[src/rtl/nonogram_phase_controller.sv]
// Six-state phase controller: arbitrates the shared line FIFO, flags overflow/underflow/timeout, flushes between puzzles.
// State latency 1 cycle; FIFO strobes and data mux are combinational; no backpressure of its own (done pulses outside their state are dropped).
module nonogram_phase_controller #(
    parameter int LINE_WIDTH     = 16,
    parameter int TIMEOUT_CYCLES = 100_000_000,
    parameter int FLUSH_CYCLES   = 4,
    parameter int COUNT_WIDTH    = 8
) (
    input  logic                   clk,
    input  logic                   rst,
    input  logic                   rx_byte_valid,
    input  logic                   parsed,
    input  logic                   solved,
    input  logic                   assembled,
    input  logic                   clear,
    input  logic                   parse_write,
    input  logic                   parse_read,
    input  logic [LINE_WIDTH-1:0]  parse_line,
    input  logic                   solve_write,
    input  logic                   solve_read,
    input  logic [LINE_WIDTH-1:0]  solve_line,
    input  logic                   fifo_full,
    input  logic                   fifo_empty,
    output logic                   fifo_wr_en,
    output logic                   fifo_rd_en,
    output logic [LINE_WIDTH-1:0]  fifo_din,
    output logic                   fifo_flush,
    output logic                   solve_start,
    output logic                   solve_abort,
    output logic [2:0]             state,
    output logic [1:0]             error_code,
    output logic [COUNT_WIDTH-1:0] solved_count,
    output logic [7:0]             led
);

    typedef enum logic [2:0] {
        S_IDLE     = 3'd0,
        S_RECEIVE  = 3'd1,
        S_SOLVE    = 3'd2,
        S_TRANSMIT = 3'd3,
        S_FLUSH    = 3'd4,
        S_ERROR    = 3'd5
    } state_t;

    localparam int WD_W = (TIMEOUT_CYCLES > 1) ? $clog2(TIMEOUT_CYCLES) : 1;
    localparam int FL_W = (FLUSH_CYCLES > 1) ? $clog2(FLUSH_CYCLES) : 1;
    localparam logic [WD_W-1:0] WD_LAST = WD_W'(TIMEOUT_CYCLES - 1);
    localparam logic [FL_W-1:0] FL_LAST = FL_W'(FLUSH_CYCLES - 1);

    state_t                 state_q, state_d;
    logic [1:0]             err_q, err_d;
    logic [COUNT_WIDTH-1:0] cnt_q, cnt_d;
    logic [WD_W-1:0]        wd_q, wd_d;
    logic [FL_W-1:0]        fl_q, fl_d;
    logic                   start_q, start_d;
    logic                   wr_req, rd_req, overflow, underflow;

    always_comb begin
        wr_req   = 1'b0;
        rd_req   = 1'b0;
        fifo_din = '0;
        case (state_q)
            S_RECEIVE: begin
                wr_req   = parse_write;
                rd_req   = parse_read;
                fifo_din = parse_line;
            end
            S_SOLVE: begin
                wr_req   = solve_write;
                rd_req   = solve_read;
                fifo_din = solve_line;
            end
            default: ;
        endcase
    end

    assign fifo_wr_en = wr_req & ~fifo_full;
    assign fifo_rd_en = rd_req & ~fifo_empty;
    // A simultaneous successful read frees a slot, so a write against a full FIFO is only dropped, not fatal.
    assign overflow   = wr_req & fifo_full & ~fifo_rd_en;
    assign underflow  = rd_req & fifo_empty;

    always_comb begin
        state_d = state_q;
        err_d   = err_q;
        cnt_d   = cnt_q;
        case (state_q)
            S_IDLE:     if (rx_byte_valid) state_d = S_RECEIVE;
            S_RECEIVE: begin
                if (parsed)         state_d = S_SOLVE;
                else if (overflow)  begin state_d = S_ERROR; err_d = 2'd1; end
                else if (underflow) begin state_d = S_ERROR; err_d = 2'd3; end
            end
            S_SOLVE: begin
                if (solved)               state_d = S_TRANSMIT;
                else if (overflow)        begin state_d = S_ERROR; err_d = 2'd1; end
                else if (underflow)       begin state_d = S_ERROR; err_d = 2'd3; end
                else if (wd_q == WD_LAST) begin state_d = S_ERROR; err_d = 2'd2; end
            end
            S_TRANSMIT: begin
                if (assembled) begin
                    state_d = S_FLUSH;
                    if (cnt_q != {COUNT_WIDTH{1'b1}}) cnt_d = cnt_q + COUNT_WIDTH'(1);
                end
            end
            S_FLUSH:    if (fl_q == FL_LAST) state_d = S_IDLE;
            S_ERROR:    if (clear) state_d = S_FLUSH;
            default:    state_d = S_IDLE;
        endcase
        if (state_d == S_IDLE && state_q != S_IDLE) err_d = 2'd0;
    end

    // Both counters restart from zero on every entry into their state.
    assign wd_d    = (state_q == S_SOLVE && state_d == S_SOLVE) ? wd_q + WD_W'(1) : '0;
    assign fl_d    = (state_q == S_FLUSH && state_d == S_FLUSH) ? fl_q + FL_W'(1) : '0;
    assign start_d = (state_d == S_SOLVE) && (state_q != S_SOLVE);

    always_ff @(posedge clk or posedge rst) begin
        if (rst) begin
            state_q <= S_IDLE;
            err_q   <= 2'd0;
            cnt_q   <= '0;
            wd_q    <= '0;
            fl_q    <= '0;
            start_q <= 1'b0;
        end else begin
            state_q <= state_d;
            err_q   <= err_d;
            cnt_q   <= cnt_d;
            wd_q    <= wd_d;
            fl_q    <= fl_d;
            start_q <= start_d;
        end
    end

    assign state        = state_q;
    assign error_code   = err_q;
    assign solved_count = cnt_q;
    assign solve_start  = start_q;
    assign solve_abort  = (state_q == S_ERROR) || (state_q == S_FLUSH);
    assign fifo_flush   = (state_q == S_FLUSH);
    assign led          = {3'(cnt_q), err_q, state_q};

endmodule

[config.mk]
export PLATFORM = sky130hd
export DESIGN_NAME = nonogram_phase_controller
export DESIGN_NICKNAME = d
export VERILOG_FILES = /design/src/rtl/nonogram_phase_controller.sv
export SDC_FILE = /design/constraint.sdc
export NUM_CORES = 1
export LEC_CHECK = 0
export CAP_MARGIN = 5
export CORE_UTILIZATION = 46
export CTS_CLUSTER_SIZE = 12
export DETAILED_ROUTE_END_ITERATION = 8
export PLACE_DENSITY = 0.8
export SYNTH_ARGS = -nofsm -noshare
export SYNTH_HDL_FRONTEND = slang
export SYNTH_SLANG_ARGS = --single-unit
[constraint.sdc]
create_clock -name clk -period 2.3 [get_ports clk]
set_input_delay 0.345 -clock clk [delete_from_list [all_inputs] [get_ports clk]]
set_output_delay 0.345 -clock clk [all_outputs]
set_load 0.05 [all_outputs]
==> metrics.yaml, run 1 <==
cp_num_buf_inv: 3
n_antenna_cell: 0
numCtsBuffers: 5
end_kind: "output port"
fin_skew_ns: 0.006940
gp_congestion: 0.8277
maxCapViolations: 0
io-pin-count: 87
crit_chain: "buf_4 -> nand2b_1 -> nor2_1 -> buf_4 -> a22o_1 -> buf_12"
fin_crit_sh_pct: 92.90
worst_ep_required_time_ns: 1.96
drtPass1Iterations: 5
crit_path_start_kind: "register"
cts.path.max_buffers: 2
powerDensity_nw_per_um2: 1146
synth.yosys.seq_area_share_pct: 42.89
path_max_fanout: 13
worstMarginPinSlew_ns: 0.6379
routedWlPerCell_um: 15.47
crit_top_cell: "buf_4"
cp_top_family: "buffers and inverters"
synth_common_cells: "dfrtp_1 (43), nor2_1 (36), xnor2_1 (23)"
first_iter_violations: 93
yosysUniqueCellTypes: 50
synth_top_cell_by_area: "dfrtp_1"
path_clk_slew_ns: 0.08
grt_overflow: 0
detail-route-antenna-nets: 0
critPathSlowestCell: "dfrtp_2"
finalSetupViolCount: 0
rows: 26
syn_inst: 257
core_um2: 5172
timing.setup.tns_ns: 0
final_area_um2: 3702
arrival_ns: 1.79
root_buffer: "clkbuf_8"
register_area_um2: 1079
syn_area_um2: 2509
port_buffers: 86
placed_cell_area_um2: 3613
max-slew-margin-rel_pct: 57.43
cts_setup_buffers: 0
ys.flop_type: "dfrtp_1"
drc_errors: 0
grt_max_degree: 28
cts.htree.levels: 2
grt_pass1_wl_um: 9956
syn_nets: 305
synth_top_area_share_pct: 42.89
synth_area_per_cell_um2: 9.761
antenna_found_initial: 0
slowest_delay_ns: 0.44
grt_pass1_vias: 2179
nFillCells: 376
clk_latency_ns: 0.30
area.growth.synth_to_final_pct: 47.58
status: "finished clean"
die_area_um2: 5753
synth.most_common_cell: "dfrtp_1"
drt_wl_total_um: 6372
hold_class: "in2async"
async_reset_ff_share_pct: 100.0
fin_nets: 389
ir_worst_vdd_mv: 0.6960
dieWidth_um: 75.85
min_period_ns: 2.137
dr_total_vias: 2211
yosys_warnings: 0
hold_buffers: 0
drv_slew: 0
p_leak_nw: 1.494
detailed_place_hpwl_um: 4805
max_freq_mhz: 468.0
synthTopCellsByArea: "dfrtp_1 (43%), xnor2_1 (8.0%), a22o_1 (5.9%), nor2_1 (5.4%), xor2_1 (3.1%)"
cts_tree: "built"
grt_use_total_pct: 23.16
hold_viol_final: 0
drive_gt1_share_pct: 18.71
rsz0062_at_grt: "no"
path_class: "reg2out"
cts_sinks: 43
ys_ff_latch: 43
viasPerCell: 5.367
multi_input_area_um2: 1281
synth_edf_count: 0
die_h_um: 75.85
initial_core_util_pct: 48.50
## path summary, 6_finish.rpt
kind	startpoint	endpoint	slack, ns	depth (start not counted)
min reg2reg	fl_q[0]	fl_q[0]	0.44	1
max in group asynchronous	rst	solved_count[1]	1.31	3
min	rst	solved_count[7]	0.43	2
max reg2reg	state[1]	error_code[1]	0.21	6
max	state[1]	fifo_din[4]	0.16	6
min in group clk	fl_q[0]	fl_q[0]	0.44	1
## sequential cells by signal, indices dropped and copies added (netlist names)
name and count:
error_code 2, wd_q 27, fl_q 2, state 3, solve_start 1, solved_count 8
## layout by cell type, fill, tap and decap left out, types with 2 or more instances in the layout
cell             count
clkdlybuf4s50_1     66
dfrtp_1             41
nor2_1              34
xnor2_1             23
buf_12              20
nand2_1             15
inv_1               13
nand3_1             11
nor4_1               9
xor2_1               9
a22o_2               9
a22o_1               8
buf_4                8
nor3_1               6
nor2_2               5
clkbuf_8             5
nand2b_1             4
nand4_1              4
o21ai_0              3
and2_1               3
mux2_2               3
ha_1                 3
nand3b_1             2
nor4bb_1             2
mux2i_1              2
and4_2               2
nand4_4              2
and4_1               2
dfrtp_2              2
## layer usage
metal	routed length (µm)	vias to the layer above	global-route usage (%)
met1	2731	1051	27.77
met3	434	12	5.820
met4	89	0	9.259
met5	0	-	0
met2	3117	78	39.82
li1	-	1070	-
## cells by family (layout without fill, tap and decap cells)
kind of cell	count (synthesis)	count (layout)	share of synthesized area [%]
buffers and inverters	30	115	6.733
multiplexers	5	5	2.145
flip-flops	43	43	42.89
AND/OR/NAND/NOR	110	110	24.54
adder cells (fa/ha/maj)	3	3	1.496
XOR/XNOR	32	32	11.17
AO/OA/AOI/OAI	34	34	11.02
## worst register-to-register path, cell delays in order, from the launching register on
cell and delay (ns):
dfrtp_2 0.44, buf_4 0.19, nor4bb_1 0.33, a41oi_1 0.14, mux2i_1 0.38, nand2_1 0.17
o311a_1 0.32
## what timing repair did
item	CTS	global route
gates cloned	0	0
pin swaps	0	0
endpoints found under the setup margin	17	1
resized for setup	1	1
## stage by stage
step	utilization, %	setup WS [ns]	hold WS [ns]	instances	power [W]
2_1_floorplan	-	0.09616	0.4160	257	0.002682
3_3_place_gp	69.86	0.2120	0.4233	404	0.003751
3_5_place_dp	69.86	0.05721	0.4306	404	0.003793
4_1_cts	71.53	0.09682	0.4355	412	0.004267
5_1_grt	71.58	0.03678	0.4700	412	0.004437
6_report	71.58	0.1632	0.4338	412	0.004242
## area by class of cell
type	count	share of cell area, %
Clock buffer	6	1.960
Clock inverter	2	0.3380
Inverter	13	1.318
Multi-Input combinational cell	184	34.61
Sequential cell	43	29.13
Tap cell	70	2.366
Timing Repair Buffer	94	30.28
## power by group
group | switching [W] | leakage (nW) | internal, W
clock network | 0.000253 | 0.0412 | 0.000212
registers | 0.0000961 | 0.586 | 0.000845
logic | 0.00166 | 0.867 | 0.00118
Note: power is estimated with default switching activity, not from simulation.
==> run 2: changes to the inputs <==
--- a/config.mk
+++ b/config.mk
@@ -7,7 +7,7 @@
 export LEC_CHECK = 0
 export CAP_MARGIN = 5
 export CORE_UTILIZATION = 46
-export CTS_CLUSTER_SIZE = 12
+export CTS_CLUSTER_SIZE = 30
 export DETAILED_ROUTE_END_ITERATION = 8
 export PLACE_DENSITY = 0.8
 export SYNTH_ARGS = -nofsm -noshare
==> constraint.sdc (replaced) <==
create_clock -name clk -period 2.2 [get_ports clk]
set_input_delay 0.33 -clock clk [delete_from_list [all_inputs] [get_ports clk]]
set_output_delay 0.33 -clock clk [all_outputs]
set_load 0.05 [all_outputs]
==> metrics.yaml, run 2 (synthesis results as in run 1) <==
max-slew-margin-rel_pct: 63.77  # +6.3 points
worstMarginPinSlew_ns: 0.5435  # -0.09440 ns
root_buffer: "clkbuf_8"
crit_end: "fifo_wr_en"
rsz0062_at_grt: "no"
detail-route-antenna-nets: 0  # unchanged
grt_use_total_pct: 22.31  # -0.84 points
drt_wl_total_um: 6340  # -0.50%
fin_nets: 391  # +0.51%
top_register: "wd_q"
grt_pass1_wl_um: 9515  # -4.4%
cts.path.max_buffers: 2  # unchanged
die_area_um2: 5753  # unchanged
placed_cell_area_um2: 3606  # -0.21%
detailed_place_hpwl_um: 4607  # -4.1%
fin_util_pct: 72.38  # +0.80 points
cts_sinks: 43  # unchanged
n_antenna_cell: 0  # unchanged
final_common_cell: "clkdlybuf4s50_1"
register_area_um2: 1080  # +0.12%
crit_top_cell: "buf_12"
final_cell_mix: "clkdlybuf4s50_1 (66), dfrtp_1 (40), nor2_1 (35), xnor2_1 (23), buf_12 (20)"
drc_errors: 0  # unchanged
initial_core_util_pct: 48.50  # unchanged
io-pin-count: 87  # unchanged
die_h_um: 75.85  # unchanged
fin_skew_ns: 0.01091  # +0.003972 ns
ir_worst_vdd_mv: 0.7828  # +12%
antenna_found_initial: 0  # unchanged
clk_latency_ns: 0.29  # about the same
first_iter_violations: 90  # -3.2%
maxCapViolations: 0  # unchanged
routedWlPerCell_um: 15.31  # -0.98%
final_area_um2: 3744  # +1.1%
multi_input_area_um2: 1279  # -0.20%
timing.rr.end: "error_code[1]"
drtPass1Iterations: 4  # -1
rows: 26  # unchanged
powerDensity_nw_per_um2: 1227  # +7.1%
slowest_delay_ns: 0.46  # +0.02 ns
crit_path_start_kind: "register"
grt_pass1_vias: 2013  # -7.6%
end_kind: "output port"
gp_congestion: 0.7884  # -4.7%
hold_viol_final: 0  # unchanged
drive_gt1_share_pct: 19.48  # +0.76 points
crit_chain: "inv_1 -> and3_2 -> buf_12 -> a22oi_1 -> nor2_2 -> buf_12"
drv_slew: 0  # unchanged
path_clk_slew_ns: 0.08  # about the same
fin_crit_sh_pct: 94.86
viasPerCell: 5.331  # -0.66%
numCtsBuffers: 5  # unchanged
cts_tree: "built"
max_freq_mhz: 479.2
hold_buffers: 0  # unchanged
area.growth.synth_to_final_pct: 49.23
min_period_ns: 2.087
timing.setup.tns_ns: 0  # unchanged
largest_register_ffs: 27  # unchanged
cp-startpoint: "state[0]"
grt_overflow: 0  # unchanged
grt_max_degree: 44  # +57%
finalSetupViolCount: 0  # unchanged
arrival_ns: 1.76  # -0.03 ns
status: "finished clean"
port_buffers: 86  # unchanged
critPathSlowestCell: "dfrtp_2"
dieWidth_um: 75.85  # unchanged
dr_total_vias: 2207  # -0.18%
nFillCells: 381  # +1.3%
p_leak_nw: 1.518  # +1.6%
hold_class: "reg2reg"
worst_ep_required_time_ns: 1.87  # -0.09 ns
path_max_fanout: 17  # +4
rr_startpoint: "state[0]"
regToRegSetupSlack_ns: 0.31  # +0.10 ns
reg2reg_depth: 6  # unchanged
core_um2: 5172  # unchanged
path_class: "reg2out"
cts.htree.levels: 2  # unchanged
run 2: area by class of cell:
class | instances | area share (%)
Clock inverter | 3 | 1.170
Tap cell | 70 | 2.340
Clock buffer | 5 | 1.838
Multi-Input combinational cell | 184 | 34.16
Sequential cell | 43 | 28.84
Timing Repair Buffer | 96 | 30.35
Inverter | 13 | 1.303
run 2: how the worst min path moves through the flow:
stage                        from       to  slack (ns)  cells after the start
after floorplan           fl_q[0]  fl_q[0]        0.42                      1
after global placement    fl_q[0]  fl_q[0]        0.42                      1
after detailed placement  fl_q[0]  fl_q[0]        0.43                      1
after CTS                 fl_q[0]  fl_q[0]        0.45                      1
after global routing      fl_q[0]  fl_q[0]        0.48                      1
final                     wd_q[0]  wd_q[0]        0.46                      1
run 2: metal layers:
layer / track usage, % / vias up / share of wire, %
met5: 0 / - / 0
met4: 3.704 / 0 / 0.54
met2: 39.23 / 87 / 49
met3: 5.423 / 6 / 6.7
met1: 28.27 / 1041 / 44
li1: - / 1073 / -
run 2: report_power, final:
group / switching, W / internal [W] / leakage [nW]
clock: 0.000274 / 0.000338 / 0.0581
sequential: 0.000154 / 0.000884 / 0.584
combinational: 0.00168 / 0.00127 / 0.875
run 2: stage by stage:
stage               hold WS [ns]  power [W]  setup WS, ns  cells
global route              0.4780   0.004801       0.02767    414
global placement          0.4246   0.003923        0.1150    403
floorplan                 0.4160   0.002804       0.01116    257
CTS                       0.4487   0.004571     0.0002953    411
detailed placement        0.4303   0.003954       0.07558    403
finish                    0.4582   0.004593        0.1131    414
run 2: what timing repair did:
action                                  4_1_cts  5_1_grt
cloned                                        0        0
pin swaps                                     0        0
setup buffers                                 0        3
resized for setup                             1        1
endpoints found under the setup margin        1       17
run 2: worst max-delay path: cells and delay by family, from the launching register on:
kind | cells | cell delay (ns)
and+or+nand+nor | 2 | 0.43
DFF | 1 | 0.46
AOI/OAI and AO/OA | 1 | 0.10
buffers and inverters | 3 | 0.47
